`config.mk`:
```
export PLATFORM = sky130hd
export DESIGN_NAME = gas_shift_serdes_flat
export DESIGN_NICKNAME = d
export VERILOG_FILES = /design/src/rtl/gas_util_pkg.sv /design/src/rtl/gas_shift_serdes_if.sv /design/src/rtl/shift_frame_counter.sv /design/src/rtl/gas_shift_serdes.sv /design/src/flat_wrapper.sv
export SDC_FILE = /design/constraint.sdc
export NUM_CORES = 1
export LEC_CHECK = 0
export CAP_MARGIN = 5
export CELL_PAD_IN_SITES_DETAIL_PLACEMENT = 1
export CELL_PAD_IN_SITES_GLOBAL_PLACEMENT = 2
export CORE_MARGIN = 1.5
export CORE_UTILIZATION = 26
export DETAILED_ROUTE_END_ITERATION = 6
export PLACE_DENSITY_LB_ADDON = 0.1
export SYNTH_ARGS = -nofsm -noshare
export SYNTH_HDL_FRONTEND = slang
export SYNTH_SLANG_ARGS = --single-unit
```
`constraint.sdc`:
```
create_clock -name clk -period 2.99 [get_ports clk]
set_clock_uncertainty 0.1 [all_clocks]
set_input_delay 0.7475 -clock clk [delete_from_list [all_inputs] [get_ports clk]]
set_output_delay 0.7475 -clock clk [all_outputs]
set_load 0.01 [all_outputs]
```
`src/rtl/gas_util_pkg.sv`:
```
// Shared types for the gas-engine utility layer: shift-register operation
// select used by serial blocks.
package gas_util_pkg;

   localparam int SHIFT_MODE_W = 3;

   typedef enum logic [SHIFT_MODE_W-1:0] {
      SM_HOLD  = 3'd0,
      SM_SHR   = 3'd1,
      SM_SHL   = 3'd2,
      SM_ROR   = 3'd3,
      SM_ROL   = 3'd4,
      SM_LOAD  = 3'd5,
      SM_CLEAR = 3'd6,
      SM_RSVD  = 3'd7
   } shift_mode_e;

endpackage : gas_util_pkg

```
`src/rtl/gas_shift_serdes_if.sv`:
```
// Bus between gas-engine control logic and the universal shift register:
// operation select, serial inputs, parallel load value and registered outputs.
interface gas_shift_serdes_if
   import gas_util_pkg::*;
#(
   parameter int WIDTH = 8
) ();

   localparam int CNT_W = $clog2(WIDTH);

   shift_mode_e        mode;
   logic               ser_in_r;
   logic               ser_in_l;
   logic [WIDTH-1:0]   load_data;
   logic [WIDTH-1:0]   data;
   logic               ser_out;
   logic [CNT_W-1:0]   shift_cnt;
   logic               frame_done;

   // Controller side: issues operations, observes register state.
   modport master (
      output mode, ser_in_r, ser_in_l, load_data,
      input  data, ser_out, shift_cnt, frame_done
   );

   // Shift register side.
   modport slave (
      input  mode, ser_in_r, ser_in_l, load_data,
      output data, ser_out, shift_cnt, frame_done
   );

endinterface : gas_shift_serdes_if

```
`src/rtl/shift_frame_counter.sv`:
```
// Counts shifts within a WIDTH-bit serial frame and pulses done for one cycle
// after the WIDTH-th shift. restart abandons the current frame silently.
module shift_frame_counter #(
   parameter  int WIDTH = 8,
   localparam int CNT_W = $clog2(WIDTH)
) (
   input  logic             clk,
   input  logic             rst_n,
   input  logic             step,
   input  logic             restart,
   output logic [CNT_W-1:0] count,
   output logic             done
);

   localparam logic [CNT_W-1:0] LAST = CNT_W'(WIDTH - 1);

   // Frame position and end-of-frame pulse; idle cycles pause the count.
   always_ff @(posedge clk) begin
      if (!rst_n || restart) begin
         count <= '0;
         done  <= 1'b0;
      end else if (step) begin
         if (count == LAST) begin
            count <= '0;
            done  <= 1'b1;
         end else begin
            count <= count + 1'b1;
            done  <= 1'b0;
         end
      end else begin
         done  <= 1'b0;
      end
   end

endmodule : shift_frame_counter

```
`src/rtl/gas_shift_serdes.sv`:
```
// Universal shift register for serialising/deserialising gas-engine sensor
// and valve words: shift and rotate in both directions, load, clear, and a
// frame counter flagging each completed WIDTH-bit serial frame.
module gas_shift_serdes
   import gas_util_pkg::*;
#(
   parameter int WIDTH = 8
) (
   input  logic                clk,
   input  logic                rst_n,
   gas_shift_serdes_if.slave   bus
);

   localparam int CNT_W = $clog2(WIDTH);

   if (WIDTH < 2) begin : g_width_check
      $error("gas_shift_serdes: WIDTH must be at least 2");
   end

   logic [WIDTH-1:0] data_q;
   logic             ser_out_q;
   logic             step;
   logic             restart;
   logic [CNT_W-1:0] cnt;
   logic             done;

   // Classify the requested operation for the frame counter.
   always_comb begin
      step    = 1'b0;
      restart = 1'b0;
      case (bus.mode)
         SM_SHR, SM_SHL, SM_ROR, SM_ROL: step    = 1'b1;
         SM_LOAD, SM_CLEAR:              restart = 1'b1;
         default:                        ;
      endcase
   end

   // Register contents and the last bit pushed out; reset wins over mode.
   always_ff @(posedge clk) begin
      if (!rst_n) begin
         data_q    <= '0;
         ser_out_q <= 1'b0;
      end else begin
         case (bus.mode)
            SM_SHR: begin
               data_q    <= {bus.ser_in_r, data_q[WIDTH-1:1]};
               ser_out_q <= data_q[0];
            end
            SM_SHL: begin
               data_q    <= {data_q[WIDTH-2:0], bus.ser_in_l};
               ser_out_q <= data_q[WIDTH-1];
            end
            SM_ROR: begin
               data_q    <= {data_q[0], data_q[WIDTH-1:1]};
               ser_out_q <= data_q[0];
            end
            SM_ROL: begin
               data_q    <= {data_q[WIDTH-2:0], data_q[WIDTH-1]};
               ser_out_q <= data_q[WIDTH-1];
            end
            SM_LOAD: begin
               data_q    <= bus.load_data;
            end
            SM_CLEAR: begin
               data_q    <= '0;
               ser_out_q <= 1'b0;
            end
            default: ;
         endcase
      end
   end

   shift_frame_counter #(
      .WIDTH   (WIDTH)
   ) u_frame_cnt (
      .clk     (clk),
      .rst_n   (rst_n),
      .step    (step),
      .restart (restart),
      .count   (cnt),
      .done    (done)
   );

   assign bus.data       = data_q;
   assign bus.ser_out    = ser_out_q;
   assign bus.shift_cnt  = cnt;
   assign bus.frame_done = done;

endmodule : gas_shift_serdes
```
`src/flat_wrapper.sv`:
```
// flat-port wrapper written by rule: the top's interface ports become plain ports
module gas_shift_serdes_flat import gas_util_pkg::*;
#(
   parameter int WIDTH = 8
)
  (clk, rst_n, bus_mode, bus_ser_in_r, bus_ser_in_l, bus_load_data, bus_data, bus_ser_out, bus_shift_cnt, bus_frame_done);
  gas_shift_serdes_if #(.WIDTH(WIDTH)) bus_i ();
  input  logic clk;
  input  logic rst_n;
  input wire logic [$bits(bus_i.mode)-1:0] bus_mode;
  input wire logic [$bits(bus_i.ser_in_r)-1:0] bus_ser_in_r;
  input wire logic [$bits(bus_i.ser_in_l)-1:0] bus_ser_in_l;
  input wire logic [$bits(bus_i.load_data)-1:0] bus_load_data;
  output wire logic [$bits(bus_i.data)-1:0] bus_data;
  output wire logic [$bits(bus_i.ser_out)-1:0] bus_ser_out;
  output wire logic [$bits(bus_i.shift_cnt)-1:0] bus_shift_cnt;
  output wire logic [$bits(bus_i.frame_done)-1:0] bus_frame_done;
  assign bus_i.mode = bus_mode;
  assign bus_i.ser_in_r = bus_ser_in_r;
  assign bus_i.ser_in_l = bus_ser_in_l;
  assign bus_i.load_data = bus_load_data;
  assign bus_data = bus_i.data;
  assign bus_ser_out = bus_i.ser_out;
  assign bus_shift_cnt = bus_i.shift_cnt;
  assign bus_frame_done = bus_i.frame_done;
  gas_shift_serdes #(.WIDTH(WIDTH)) u_core (.clk(clk), .rst_n(rst_n), .bus(bus_i));
endmodule
```
== After elaboration in Yosys (flattened, before gate mapping) ==
Cells that the tools add are included.

* $add $sub $neg: 1
* Multiply operators: 0
* Div/mod/pow operators: 0
* $lt $le $gt $ge: 0
* Equality and inequality tests: 7
* Shift-type cells: 0
* Muxes and demuxes: 6
* Bitwise gates (word level): 1
* Reduce and logical (&&, ||, !) cells: 9

{| class="wikitable"
|+ Operators with widths
! kind !! count
|-
| one-hot mux 8 bit (6 select lines) || 1
|-
| == test 3 bit (second input constant) || 4
|-
| OR reduction 2 bit || 4
|-
| == test 3 x 2 -> 1 bit (second input constant) || 2
|-
| nonzero test 6 bit || 1
|-
| OR reduction 4 bit || 1
|-
| adder 3 x 1 -> 3 bit (second input constant) || 1
|-
| == test 3 x 1 -> 1 bit (second input constant) || 1
|-
| two-way mux 1 bit || 3
|-
| two-way mux 3 bit || 1
|-
| one-hot mux 1 bit (3 select lines) || 1
|-
| nonzero test 3 bit || 1
|-
| logical NOT 1 bit || 1
|-
| logical OR 1 bit || 1
|-
| NOT 1 bit || 1
|}

* Register bits after elaboration: 13
* Latch bits: 0
* Bits in writable memories: 0
* Memory bits (read-only): 0
* Input port bits: 15
* Output and inout port bits: 13
* Word-level logic and storage cells: 28
* Memories: 0

== Longest topological paths before layout ==
* Word-level depth: 5
* Mapped depth: 5
* Gate-level depth less buffers: 5

== By module ==
A second synthesis with hierarchy kept.

* Cell total of the unflattened synthesis: 94
* Area, all modules: 838.3 um^2

{| class="wikitable"
|+ By module, submodules not included
! module !! times used !! cells an instance !! area each (um^2) !! sequential area each (um^2)
|-
| gas_shift_serdes || 1 || 78 || 668.1 || 180.2
|-
| shift_frame_counter || 1 || 16 || 170.2 || 80.1
|}

== Worst setup path after synthesis ==
OpenSTA, ideal clock, no wires.

* Kind: input to register
* Start point: in bus_mode[2]
* End point: reg u_core.data_q[1] (netlist: u_core.bus.data[1])
* Library setup time: 134 ps
* Arrival time: 1482 ps
* Data required time: 2756 ps
* Path slack: 1274 ps
* Stages: 4
* Path through: or3_1 buf_2 a21oi_1 a211oi_1

* Word-level cells in the longest chain between the ends: 2
* Elaborated cells on any way between the ends: 8
* Classes of those cells: eq/ne: 6; mux: 1; reduce/logical: 1

{| class="wikitable"
|+ RTL lines
! what !! RTL line !! source
|-
| start, declared || flat_wrapper.sv:10 || <nowiki>input wire logic [$bits(bus_i.mode)-1:0] bus_mode;</nowiki>
|-
| == test 3 bit, or another cell as far along || gas_shift_serdes.sv:44 || <nowiki>case (bus.mode)</nowiki>
|-
| one-hot mux 8 bit (6 select lines) / nonzero test 6 bit (equally long branches) || -- ||
|-
| end signal, assigned || gas_shift_serdes.sv:46 || <nowiki>data_q <= {bus.ser_in_r, data_q[WIDTH-1:1]};</nowiki>
|-
| end signal, assigned || gas_shift_serdes.sv:50 || <nowiki>data_q <= {data_q[WIDTH-2:0], bus.ser_in_l};</nowiki>
|-
| end signal, assigned || gas_shift_serdes.sv:54 || <nowiki>data_q <= {data_q[0], data_q[WIDTH-1:1]};</nowiki>
|-
| end, declared || gas_shift_serdes.sv:20 || <nowiki>logic [WIDTH-1:0] data_q;</nowiki>
|}

Parallel ways exist; a longest one is shown, timed or not.
A chain may end at the register's enable or synchronous reset.

== Worst setup path in the final report ==
* Start point: in bus_mode[1]
* End point: reg u_core.data_q[0] (netlist: u_core.bus.data[0])

The elaborated chain is that of the path after synthesis.

==> flow_summary.yaml <==
pwr:
  p_per_area_nw_per_um2: 390
  ir_worst_vdd_mv: 0.271
  p_leak_nw: 0.370
  p_seq_share_pct: 46.8
  p_int_mw: 0.295
  switchingPower_mw: 0.126
  clockPowerShare_pct: 27.4
  switching_share_pct: 29.9
  power_mw: 0.421
  comb_power_share_pct: 25.8
grt:
  grt.overflow.total: 0
  grt_max_degree: 17
  grtUsageMet1_pct: 19.1
  use_met3_pct: 4.54
  antenna_found_initial: 0
  met2_usage_pct: 27.8
  grt-busiest-layer: "met2"
  first_global_vias: 914
  grt_first_pass_wirelength_um: 4080
  grt_use_total_pct: 15.9
critical_path:
  crit_path_start_kind: "input port"
  path_max_fanout: 16
  end_kind: "register"
  required_ns: 3.04
  arrival_ns: 2.35
  path_class: "input port to register"
route:
  drt_iter0_markers: 40
  first_pass_iters: 4
  final_antenna_net_count: 0
  wl_um: 2390
  vias: 856
  post-route-drc-count: 0
  via_per_inst: 5.82
  routedWlPerCell_um: 16.2
sta:
  holdWs_ns: 0.396
  post-route-min-period_ns: 2.30
  grt_setup_unrepaired: "false"
  setup_viol: 0
  finalHoldViolations: 0
  period_share_pct: 76.8
  setup_tns_ns: 0
  slew_headroom_pct: 65.2
  max_freq_mhz: 435
  worst_pin_slew_ns: 0.520
  drv_slew: 0
synth:
  syn_avg_cell_area_um2: 8.44
  synth_nets: 107
  syn_inst: 90
  synth.area.top_cells: "dfxtp_1 (34%), o221ai_1 (8.1%), a21oi_1 (7.2%)"
  post_synth_num_cell_types: 29
  synth_top_cell_by_area: "dfxtp_1"
  synth_top_area_share_pct: 34.3
  ys_warn_count: 0
  ys_seq_area_share_pct: 34.3
  syn-cell-area_um2: 759
  synth_seq_cells: 13
cells_and_area:
  final-seq-area_um2: 260
  fin_nets: 134
  area_growth_pct: 41.8
  final_common_cell: "clkdlybuf4s50_1"
  layout.cells.most_common_list: "clkdlybuf4s50_1 (27), dfxtp_1 (13), a21oi_1 (11)"
  multi_input_area_um2: 455
  num-fill-cells: 335
  drive_gt1_share_pct: 5.17
  instances_no_fill: 147
  insertedDiodeCount: 0
die:
  dieArea_um2: 3250
  start_util_pct: 27.5
  io_pins: 28
  dieWidth_um: 57.0
  core_area_um2: 2760
  die_y_um: 57.0
  row_count: 19
clock_network:
  cts_setup_buffers: 0
  holdBufCountCts: 0
  cts_sinks: 13
  clockBufferDepth: 2
  insertion_delay_ns: 0.28
  ctsResizeCount: 0
  ctsRootBufferMaster: "clkbuf_4"
  cts_tree: "yes"
  numCtsBuffers: 3
  clkSlewWorstSetupHoldPaths_ns: 0.08
  cts_max_level: 1
placed_design:
  place_hpwl_um: 1720
  place.gp.congestion: 0.711
  placed_cells: 143
  port_buffers: 27
worst_hold_path:
  min_path_type: "register to register"
run_status:
  outcome: "complete, no violations"
flow_run:
  cap_violations: 0
per-layer routing:
metal	part of all wire (%)	vias up
met5	0	-
met4	0.59	0
met3	4.1	2
met2	49	18
met1	46	427
li1	-	409
registers in the layout, summed over array words and instances (netlist names):
signal,flops
u_core.u_frame_cnt.count,3
u_core.bus.ser_out,1
u_core.bus.data,8
u_core.u_frame_cnt.done,1
final timing paths:
| check | end | cells after the start | slack (ns) | start |
|---|---|---|---|---|
| setup / recovery | u_core.bus.data[0] | 4 | 0.69 | bus_mode[1] |
| hold / removal | u_core.u_frame_cnt.count[2] | 2 | 0.40 | u_core.u_frame_cnt.count[2] |
| setup reg to reg | u_core.u_frame_cnt.count[0] | 5 | 1.76 | u_core.u_frame_cnt.count[0] |
| hold reg to reg | u_core.u_frame_cnt.count[2] | 2 | 0.40 | u_core.u_frame_cnt.count[2] |
layout make-up:
cell class	count	share of cell area, %
clock buffers	4	2.44
inverters	3	1.05
multi-input cells	67	42.3
flip-flops and latches	13	24.2
well taps	31	3.60
repair buffers	29	26.5
worst max-delay path, stage by stage:
cell and delay [ns]:
clkdlybuf4s50_1 0.66, or3_1 0.67, a21oi_1 0.21, a311oi_1 0.06
per-stage QoR:
stage	utilization [%]	setup slack, ns	area, um2
after floorplan	-	1.27	759
after global placement	38.1	0.416	1050
after detailed placement	38.1	0.405	1050
after CTS	39.1	0.709	1080
after global routing	39.1	0.568	1080
final	39.1	0.693	1080
cells by family (layout without fill, tap and decap cells):
family,count (synthesis),count (layout),share of synthesized area [%]
AOI/OAI and AO/OA,43,43,38.2
xor gates and xnor gates,1,1,1.15
adders and majority gates,2,2,3.29
buffers and inverters,10,36,5.77
DFF,13,13,34.3
muxes,1,1,1.48
and+or+nand+nor,20,20,15.8
power by group through the flow:
stage               Clock, mW  Sequential [mW]  Combinational, mW
floorplan                   0            0.204             0.0496
global placement            0            0.201              0.108
detailed placement          0            0.201              0.109
CTS                     0.121            0.197              0.109
global route            0.129            0.199              0.119
finish                  0.115            0.197              0.108
synthesized netlist by cell type (all sizes together):
cell and instances:
or3 1, xor2 1, o221ai 7, nand2b 3
inv 3, and3 1, or3b 1, and2 1
a211oi 6, a211o 1, mux2 1, a21oi 11
o21ai 7, clkbuf 2, a311oi 2, nor2b 2
ha 2, and4 1, a31oi 1, nand2 1
a32oi 1, dfxtp 13, nand3 4, nor3 1
nand4b 1, nor3b 1, buf 5, nor2 2
o211ai 7
(Power assumes the default switching activity.)
